## config.mk

```make
export PLATFORM = sky130hd
export DESIGN_NAME = trap_sequencer
export DESIGN_NICKNAME = d
export VERILOG_FILES = /design/src/rtl/trap_sequencer.sv
export SDC_FILE = /design/constraint.sdc
export NUM_CORES = 1
export LEC_CHECK = 0
export CAP_MARGIN = 5
export CORE_AREA = 2 2 145 147
export CTS_CLUSTER_DIAMETER = 150
export CTS_CLUSTER_SIZE = 20
export DETAILED_ROUTE_END_ITERATION = 8
export DIE_AREA = 0 0 147 149
export DONT_BUFFER_PORTS = 1
export HOLD_SLACK_MARGIN = 0.1
export SLEW_MARGIN = 20
export SYNTH_ARGS = -nofsm -noshare
export SYNTH_HDL_FRONTEND = slang
export SYNTH_SLANG_ARGS = --single-unit
```

## constraint.sdc

```tcl
create_clock -name clk -period 3.6 [get_ports clk]
set_input_delay 0.72 -clock clk [delete_from_list [all_inputs] [get_ports clk]]
set_output_delay 0.72 -clock clk [all_outputs]
set_load 0.02 [all_outputs]
```

## src/rtl/trap_sequencer.sv

```systemverilog
`default_nettype none
// +----------------------------------------------------------------------------+
// | Module      : trap_sequencer                                               |
// | Description : Multi-cycle trap entry / MRET return sequencer for an RV32IM |
// |               core. Arbitrates the synchronous exception against machine   |
// |               interrupts, drains the pipeline, issues one CSR trap-entry   |
// |               write and one PC redirect, and sequences MRET.               |
// | Optional    : define TRAP_SEQUENCER_NMI_EN to add the nmi_i input and a    |
// |               non-maskable interrupt path.                                 |
// | Revision    : 1.0 - initial release                                        |
// +----------------------------------------------------------------------------+
// Ports
//   clk               core clock
//   reset             synchronous, active-low reset
//   nmi_i             level NMI request (TRAP_SEQUENCER_NMI_EN only)
//   exc_valid_i       synchronous exception from execute
//   exc_cause_i       exception code
//   exc_pc_i          PC of faulting instruction
//   exc_tval_i        trap value
//   mret_i            MRET in execute
//   mstatus_mie_i     global machine interrupt enable
//   mie_i / mip_i     interrupt enable / pending CSRs
//   mtvec_i           [31:2] base, [1:0] mode (1 = vectored)
//   mepc_i            return address for MRET
//   pipe_pc_i         PC of oldest unretired instruction (interrupt mepc)
//   pipe_empty_i      pipeline drained
//   flush_o           kill all in-flight instructions
//   stall_fetch_o     hold fetch
//   busy_o            sequencer not idle
//   redirect_valid_o  load redirect_pc_o into PC (1-cycle pulse)
//   redirect_pc_o     new PC
//   csr_we_o          trap-entry CSR write strobe (1-cycle pulse)
//   mepc_o/mcause_o/mtval_o  trap-entry CSR write data
//   mret_restore_o    MIE<=MPIE, MPIE<=1 strobe (1-cycle pulse)
//
// Every output is a register loaded from a decode of the state the sequencer
// occupied during the previous cycle, so each state's effect appears on the
// pins one cycle after the state itself.

module trap_sequencer #(
  parameter logic [31:0] RESET_PC      = 32'h0000_0000,
  parameter int          DRAIN_TIMEOUT = 8,
  parameter logic [31:0] NMI_VECTOR    = 32'h0000_0000
) (
  input  logic        clk,
  input  logic        reset,
`ifdef TRAP_SEQUENCER_NMI_EN
  input  logic        nmi_i,
`endif
  input  logic        exc_valid_i,
  input  logic [4:0]  exc_cause_i,
  input  logic [31:0] exc_pc_i,
  input  logic [31:0] exc_tval_i,
  input  logic        mret_i,
  input  logic        mstatus_mie_i,
  input  logic [31:0] mie_i,
  input  logic [31:0] mip_i,
  input  logic [31:0] mtvec_i,
  input  logic [31:0] mepc_i,
  input  logic [31:0] pipe_pc_i,
  input  logic        pipe_empty_i,
  output logic        flush_o,
  output logic        stall_fetch_o,
  output logic        busy_o,
  output logic        redirect_valid_o,
  output logic [31:0] redirect_pc_o,
  output logic        csr_we_o,
  output logic [31:0] mepc_o,
  output logic [31:0] mcause_o,
  output logic [31:0] mtval_o,
  output logic        mret_restore_o
);

  // Counter holds 0..DRAIN_TIMEOUT-1, never narrower than 3 bits.
  localparam int CNT_W = ($clog2(DRAIN_TIMEOUT) < 3) ? 3 : $clog2(DRAIN_TIMEOUT);
  localparam logic [CNT_W-1:0] CNT_LAST = CNT_W'(DRAIN_TIMEOUT - 1);

  typedef enum logic [2:0] {
    ST_BOOT     = 3'd0,
    ST_IDLE     = 3'd1,
    ST_DRAIN    = 3'd2,
    ST_WRITE    = 3'd3,
    ST_REDIRECT = 3'd4,
    ST_RET      = 3'd5
  } state_t;

  state_t           state;
  state_t           state_nxt;
  logic [CNT_W-1:0] drain_cnt;
  logic             drain_done;

  // Latched trap context
  logic             trap_irq;     // latched trap is an interrupt (vectoring allowed)
  logic [31:0]      ret_pc;       // MRET target, word aligned at capture

  // Interrupt arbitration
  logic [2:0]       irq_pend;     // {MTI, MSI, MEI} qualified by enables
  logic             irq_any;
  logic [4:0]       irq_code;

  logic             take_exc;
  logic             take_irq;
  logic             take_mret;
`ifdef TRAP_SEQUENCER_NMI_EN
  logic             take_nmi;
  logic             nmi_r;
`else
  logic             unused_nmi_vector;
  assign unused_nmi_vector = ^NMI_VECTOR;
`endif

  // Next-cycle output values
  logic             flush_nxt;
  logic             stall_nxt;
  logic             busy_nxt;
  logic             redirect_valid_nxt;
  logic [31:0]      redirect_pc_nxt;
  logic             csr_we_nxt;
  logic             mret_restore_nxt;
  logic [31:0]      trap_target;

  // Only bits 3/7/11 of mie/mip and the word part of mepc are consumed.
  logic             unused_bits;
  assign unused_bits = ^{mepc_i[1:0], mie_i, mip_i};

  assign drain_done = pipe_empty_i || (drain_cnt == CNT_LAST);

  // ---------------------------------------------------------------------------
  // Interrupt selection: MEI(11) > MSI(3) > MTI(7)
  // ---------------------------------------------------------------------------
  always_comb begin
    irq_pend[0] = mstatus_mie_i & mie_i[11] & mip_i[11];
    irq_pend[1] = mstatus_mie_i & mie_i[3]  & mip_i[3];
    irq_pend[2] = mstatus_mie_i & mie_i[7]  & mip_i[7];
    irq_any     = |irq_pend;
    irq_code    = 5'd0;
    if (irq_pend[0]) begin
      irq_code = 5'd11;
    end else if (irq_pend[1]) begin
      irq_code = 5'd3;
    end else if (irq_pend[2]) begin
      irq_code = 5'd7;
    end
  end

  // ---------------------------------------------------------------------------
  // Next-state logic. Requests arriving outside IDLE are simply not looked at;
  // the pipeline flush discards the instructions that raised them.
  // ---------------------------------------------------------------------------
  always_comb begin
    state_nxt = state;
    take_exc  = 1'b0;
    take_irq  = 1'b0;
    take_mret = 1'b0;
`ifdef TRAP_SEQUENCER_NMI_EN
    take_nmi  = 1'b0;
`endif
    case (state)
      ST_BOOT: begin
        state_nxt = ST_IDLE;
      end
      ST_IDLE: begin
`ifdef TRAP_SEQUENCER_NMI_EN
        if (nmi_i) begin
          take_nmi  = 1'b1;
          state_nxt = ST_DRAIN;
        end else
`endif
        if (exc_valid_i) begin
          take_exc  = 1'b1;
          state_nxt = ST_DRAIN;
        end else if (mret_i) begin
          take_mret = 1'b1;
          state_nxt = ST_RET;
        end else if (irq_any) begin
          take_irq  = 1'b1;
          state_nxt = ST_DRAIN;
        end
      end
      ST_DRAIN: begin
        if (drain_done) begin
          state_nxt = ST_WRITE;
        end
      end
      ST_WRITE: begin
        state_nxt = ST_REDIRECT;
      end
      ST_REDIRECT: begin
        state_nxt = ST_IDLE;
      end
      ST_RET: begin
        state_nxt = ST_IDLE;
      end
      default: begin
        state_nxt = ST_IDLE;
      end
    endcase
  end

  // ---------------------------------------------------------------------------
  // Trap vector. Only interrupts are vectored; the offset is 4*code and the
  // add wraps modulo 2^32.
  // ---------------------------------------------------------------------------
  always_comb begin
    trap_target = {mtvec_i[31:2], 2'b00};
    if ((mtvec_i[1:0] == 2'b01) && trap_irq) begin
      trap_target = {mtvec_i[31:2], 2'b00} + {25'd0, mcause_o[4:0], 2'b00};
    end
`ifdef TRAP_SEQUENCER_NMI_EN
    if (nmi_r) begin
      trap_target = NMI_VECTOR;
    end
`endif
  end

  // ---------------------------------------------------------------------------
  // Output decode of the current state, loaded into the output registers
  // ---------------------------------------------------------------------------
  always_comb begin
    flush_nxt          = ((state == ST_DRAIN) && (drain_cnt == '0)) || (state == ST_RET);
    stall_nxt          = (state == ST_DRAIN) || (state == ST_WRITE) || (state == ST_REDIRECT);
    busy_nxt           = (state != ST_IDLE);
    redirect_valid_nxt = (state == ST_BOOT) || (state == ST_REDIRECT) || (state == ST_RET);
    csr_we_nxt         = (state == ST_WRITE);
    mret_restore_nxt   = (state == ST_RET);
    redirect_pc_nxt    = redirect_pc_o;
    case (state)
      ST_BOOT:     redirect_pc_nxt = RESET_PC;
      ST_REDIRECT: redirect_pc_nxt = trap_target;
      ST_RET:      redirect_pc_nxt = ret_pc;
      default:     redirect_pc_nxt = redirect_pc_o;
    endcase
  end

  // ---------------------------------------------------------------------------
  // State, counter, trap context and output registers
  // ---------------------------------------------------------------------------
  always_ff @(posedge clk) begin
    if (!reset) begin
      state            <= ST_BOOT;
      drain_cnt        <= '0;
      trap_irq         <= 1'b0;
      ret_pc           <= 32'd0;
      flush_o          <= 1'b0;
      stall_fetch_o    <= 1'b0;
      busy_o           <= 1'b0;
      redirect_valid_o <= 1'b0;
      redirect_pc_o    <= RESET_PC;
      csr_we_o         <= 1'b0;
      mepc_o           <= 32'd0;
      mcause_o         <= 32'd0;
      mtval_o          <= 32'd0;
      mret_restore_o   <= 1'b0;
`ifdef TRAP_SEQUENCER_NMI_EN
      nmi_r            <= 1'b0;
`endif
    end else begin
      state <= state_nxt;

      // Counts DRAIN cycles; zero on entry to DRAIN
      if ((state == ST_DRAIN) && !drain_done) begin
        drain_cnt <= drain_cnt + 1'b1;
      end else begin
        drain_cnt <= '0;
      end

      if (take_exc) begin
        mcause_o <= {27'd0, exc_cause_i};
        mepc_o   <= exc_pc_i;
        mtval_o  <= exc_tval_i;
        trap_irq <= 1'b0;
`ifdef TRAP_SEQUENCER_NMI_EN
        nmi_r    <= 1'b0;
`endif
      end else if (take_irq) begin
        mcause_o <= {1'b1, 26'd0, irq_code};
        mepc_o   <= pipe_pc_i;
        mtval_o  <= 32'd0;
        trap_irq <= 1'b1;
`ifdef TRAP_SEQUENCER_NMI_EN
        nmi_r    <= 1'b0;
`endif
      end
`ifdef TRAP_SEQUENCER_NMI_EN
      if (take_nmi) begin
        mcause_o <= 32'h8000_0000;
        mepc_o   <= pipe_pc_i;
        mtval_o  <= 32'd0;
        trap_irq <= 1'b0;
        nmi_r    <= 1'b1;
      end
`endif

      if (take_mret) begin
        ret_pc <= {mepc_i[31:2], 2'b00};
      end

      flush_o          <= flush_nxt;
      stall_fetch_o    <= stall_nxt;
      busy_o           <= busy_nxt;
      redirect_valid_o <= redirect_valid_nxt;
      redirect_pc_o    <= redirect_pc_nxt;
      csr_we_o         <= csr_we_nxt;
      mret_restore_o   <= mret_restore_nxt;
    end
  end

endmodule

`default_nettype wire

```

-- After elaboration in Yosys (flattened, before gate mapping)
Index checks and enable logic that the tools add are counted.
- bits in registers: 144
- output and inout port bits: 134
- input port bits: 235
- word-level logic and storage cells: 76
- reduce and logical (&&, ||, !) cells: 18
- multiplexer cells: 25
- eq/ne operators: 10
- add/sub/neg operators: 2
- bitwise logic cells: 7
- operators by type and width (kind ; number):
    $mux W32 ; 5
    $pmux W32 S3 ; 1
    $add A32 B7 Y32 ; 1
    $mux W3 ; 6
    $mux W5 ; 2
    $eq A3 B3 Y1 const B ; 3
    $mux W1 ; 9
    $pmux W3 S3 ; 1
    $and A1 B1 Y1 ; 6
    $eq A3 B2 Y1 const B ; 2
    $logic_not A3 Y1 ; 2
    $logic_or A1 B1 Y1 ; 6
    $mux W4 ; 1
    $ne A4 B4 Y1 const B ; 1
    $reduce_and A2 Y1 ; 2
    $add A3 B1 Y3 const B ; 1
    $eq A3 B1 Y1 const B ; 1
    $logic_and A1 B1 Y1 ; 3
    $ne A3 B1 Y1 const B ; 1
    $reduce_bool A3 Y1 ; 1
    $reduce_or A3 Y1 ; 1
    $eq A2 B1 Y1 const B ; 1
    $ne A2 B2 Y1 const B ; 1
    $reduce_bool A2 Y1 ; 1
    3 further kinds ; 3

-- Depth between registers and ports, before layout
- word-level depth: 9
- depth in mapped cells: 9
- depth with buffers taken out: 7

-- Worst setup path after synthesis
No wires, ideal clock.
- path kind: input to register
- from: input port mtvec_i[2]
- to: register redirect_pc_o[20]
- stages on the path: 8
- data arrival time: 2.455 ns
- path slack: 1.011 ns
- cell sequence: ha_1 fa_1 a211o_1 a21oi_1 clkbuf_1 nor4_1 xnor2_1 o22ai_1
- longest elaborated chain between the ends: 3
- RTL lines (what ; line ; source):
    start, declared ; 58 ; input logic [31:0] mtvec_i,
    $add A32 B7 Y32 ; 207 ; trap_target = {mtvec_i[31:2], 2'b00} + {25'd0, mcause_o[4:0], 2'b00};
    $mux W32 ; 206 ; if ((mtvec_i[1:0] == 2'b01) && trap_irq) begin
    $pmux W32 S3 ; 227 ; case (state)
    end signal, assigned ; 302 ; redirect_pc_o <= redirect_pc_nxt;
    end, declared ; 66 ; output logic [31:0] redirect_pc_o,
No other way between the ends.
A chain may end at the register's enable or synchronous reset.

-- Worst setup path in the final report
- from: register state[0]
- to: register mepc_o[22]
- longest elaborated chain between the ends: 3
- RTL lines (what ; line ; source):
    start, declared ; 87 ; state_t state;
    start signal, assigned ; 258 ; state <= state_nxt;
    $eq A3 B1 Y1 * ; 158 ; case (state)
    $mux W1 ; 158 ;
    $mux W32 or $reduce_bool A2 Y1 (tied branches) ; - ;
    end signal, assigned ; 269 ; mepc_o <= exc_pc_i;
    end signal, assigned ; 277 ; mepc_o <= pipe_pc_i;
    end, declared ; 68 ; output logic [31:0] mepc_o,
Mark *: on every way between the ends. The rest lies on a longest branch, timed or not.

==> reports/summary.txt <==
FINAL LAYOUT
----------------------------------------------------------------------------------------
Ant. Diodes ...............................................................            0
Final nets ................................................................         1015
Number of standard cells in the final layout excluding fillers ............         1059
Layout overhead on the synthesized area ...................................        10.5%
Final core utilization ....................................................        35.0%
Share of layout cells above drive strength 1 ..............................        8.80%

GLOBAL ROUTING
----------------------------------------------------------------------------------------
Total track usage .........................................................        18.3%
GRT Residual Overflow .....................................................            0
Largest net degree at the start of global routing .........................           67
Number of global-route vias before repair .................................         5370
First-pass GRT wire length ................................................      31.0 mm
Antenna violations before repair ..........................................            0

WORST SETUP PATH
----------------------------------------------------------------------------------------
Crit. End Element .........................................................     register
Critical path start-end classification ....................................      reg2reg
Stage delay of the slowest cell on the critical path ......................      0.55 ns
Crit start category .......................................................     register
Data arrival time of the critical path ....................................      2.77 ns
Kind of cell adding the most delay to the critical path ................... simple AND/OR/NAND/NOR gates
Reg2Reg Depth .............................................................            6
Critical Path Stages ......................................................            6
Ordered list of cells on the worst path ................................... nor3b_4, and2b_1, or3b_4, buf_12, nor2_1, nor3_1
Count of buffering cells on the critical path with inverters included .....            1
Critical Path RT ..........................................................      3.90 ns
Max stage delay cell, worst path .......................................... sky130_fd_sc_hd__or3b_4
Crit Path Max Fanout ......................................................           45

WORST HOLD PATH
----------------------------------------------------------------------------------------
Worst hold path class .....................................................       in2reg
Number of stages on the worst hold path ...................................            2

PWR
----------------------------------------------------------------------------------------
Clk pwr share .............................................................        45.2%
Cell leakage power ........................................................      2.44 nW
Power per unit of standard cell area ......................................  553 nW/um^2
Internal power summed over all cells ......................................    0.00284 W
Maximum ir drop on the vdd rail ...........................................     0.282 mV
Reg power frac ............................................................        45.4%
Switching pwr .............................................................    0.00115 W
Combinational share of power ..............................................         9.3%
Sw Share ..................................................................        28.8%

ROUTE
----------------------------------------------------------------------------------------
Wire length reported by the detailed router ...............................      20.8 mm
Remaining DRCs ............................................................            0
Number of DRC markers in iteration 0 ......................................          278
Number of optimization iterations in the first detailed-route pass ........            8
Vias after detailed routing ...............................................         5633
Vias per inst .............................................................         5.32
Wire length per cell after detailed routing ...............................      19.7 um
Antenna violation net count after detailed routing ........................            0

PLACE
----------------------------------------------------------------------------------------
Detailed-placement wirelength estimate ....................................      14.7 mm
Number of buffers added on ports ..........................................            0
Cell Count Post-Placement .................................................         1027
Gp weighted congestion ....................................................        0.786
Post-Place Worst Slack ....................................................     0.798 ns

STA
----------------------------------------------------------------------------------------
Portion of the clock cycle consumed by the worst path in the final layout .        68.6%
Setup violations, final ...................................................            0
Shortest clock period the worst path allows after layout ..................      2.47 ns
Max_slew headroom .........................................................        39.0%
Final Hold Viols ..........................................................            0
Final Hold Slack ..........................................................     0.424 ns
Final-report max-slew violation count .....................................            0
Maximum operating frequency ...............................................    0.405 GHz
Minimum setup slack in the final design ...................................      1.13 ns
Summed negative setup slack over all endpoints ............................         0 ns
Tightest Pin Transition ...................................................     0.913 ns
RSZ-0062 raised after global routing ......................................        false
Layout Skew ...............................................................    0.0124 ns

CTS
----------------------------------------------------------------------------------------
Total clock buffers created by CTS ........................................           17
Clock tree root driver cell ............................................... sky130_fd_sc_hd__clkbuf_16
Buffer levels on the longest clock path ...................................            2
Clock latency on the worst-skew pair ......................................      0.42 ns
Count of cells resized by post-cts repair .................................            0
Num Clock Sinks ...........................................................          142
Post-CTS setup repair buffer count ........................................            0
Clock tree from TritonCTS .................................................        built
Number of hold buffers added after cts ....................................            0
Clock-pin transition on the worst setup and hold timing paths .............      0.07 ns
CTS H-Tree Depth ..........................................................            4

YOSYS
----------------------------------------------------------------------------------------
Commonest cells in the netlist ............................................ sky130_fd_sc_hd__dfxtp_1, sky130_fd_sc_hd__nand2_1, sky130_fd_sc_hd__a21oi_1
Summed instance area of the synthesized netlist ...........................   6520 sq um
Post-synthesis area per instance ..........................................   8.10 sq um
YS warnings ...............................................................            0
Number of flops mapped to enable cells by yosys ...........................            0
Register area share after synthesis .......................................        43.6%
Dominant cells by area after synthesis .................................... sky130_fd_sc_hd__dfxtp_1, sky130_fd_sc_hd__nand2_1, sky130_fd_sc_hd__a21oi_1, sky130_fd_sc_hd__nor3_1, sky130_fd_sc_hd__buf_4
Cell type contributing the most total cell area after synthesis ........... sky130_fd_sc_hd__dfxtp_1
Flip-flop and latch count after synthesis .................................          142
Cell count after synthesis ................................................          804
Proportion of synthesized flip-flops having asynchronous set or reset .....           0%
Most frequent cell after synthesis ........................................ sky130_fd_sc_hd__dfxtp_1
Synth top area share ......................................................        43.6%
Most frequently used flop master after synthesis .......................... sky130_fd_sc_hd__dfxtp_1
Count of different cell masters after synthesis ...........................           58

RUN
----------------------------------------------------------------------------------------
Max-cap violation count ...................................................            0

FLOORPLAN
----------------------------------------------------------------------------------------
Area of the core region ...................................................  20600 sq um
Initial Utilization .......................................................        31.7%
Total Die Area ............................................................  21900 sq um
DIE WIDTH .................................................................       147 um
Io pins ...................................................................          369
Number of cell rows .......................................................           53
Die height ................................................................       149 um

STATUS
----------------------------------------------------------------------------------------
Outcome ................................................................... finished clean

-- path summary, 6_finish.rpt --
| path | startpoint | to | slack (ns) |
|---|---|---|---|
| worst min-delay path | exc_tval_i[16] | mtval_o[16] | 0.42 |
| worst max-delay path | state[0] | mepc_o[22] | 1.13 |
| worst min register to register | ret_pc[25] | ret_pc[25] | 0.45 |
| worst max register to register | state[0] | mepc_o[22] | 1.13 |
-- flip-flops by register name (all words and copies together), names as in the netlist, 3 cells and up --
name           flops
state              3
mcause_o           6
mepc_o            32
ret_pc            30
mtval_o           32
drain_cnt          3
redirect_pc_o     30
-- placed cells by master (no fill, tap or decap), drive strengths merged, types with 4 or more instances in the layout --
cell type,count
or4,7
buf,13
o211ai,10
inv,9
dfxtp,142
nand4,9
o21ai,42
a31oi,5
nand2,121
and2,10
nor2b,4
a21oi,76
a22oi,24
nor3b,5
a222oi,5
conb,28
o22ai,16
clkinv,6
nand3,45
nor4,11
xnor2,18
ha,8
nor2,51
nor3,62
clkbuf,18
-- kinds of logic after synthesis --
kind of cell | share of synthesized area, %
xor+xnor | 2.42
simple gates | 25.9
fa+ha+maj | 1.84
other cells | 0.0575
flops | 43.6
mux | 0.499
compound gates | 17.8
buf+inv | 7.83
-- layer usage --
layer,wire [um],track usage (%),vias to the layer above
met4,166,3.99,0
li1,-,-,2723
met2,10100,31.2,252
met3,2440,8.38,13
met5,0,0,-
met1,8160,21.3,2645
-- cell type report --
cell class	count	area (sq um)
inverter	5	18.8
timing repair buffer	13	123
sequential	142	2840
fill	2159	13400
clock buffer	18	439
clock inverter	14	158
tap	275	344
multi-input combinational	592	3280
-- through the flow --
step           power (W)  cell area, sq um
6_report         0.00398              7200
5_1_grt          0.00415              7200
4_1_cts          0.00403              7200
3_5_place_dp     0.00222              6610
3_3_place_gp     0.00221              6610
2_1_floorplan    0.00215              6620
-- power by group through the flow --
stage / sequential, W / clock [W] / combinational (W)
after floorplan: 0.00182 / 0 / 0.000331
after global placement: 0.00185 / 0 / 0.000367
after detailed placement: 0.00185 / 0 / 0.000374
after CTS: 0.00181 / 0.00185 / 0.000374
after global routing: 0.00182 / 0.00191 / 0.000417
final: 0.00181 / 0.00180 / 0.000371
Power figures use the tool's default switching activity.
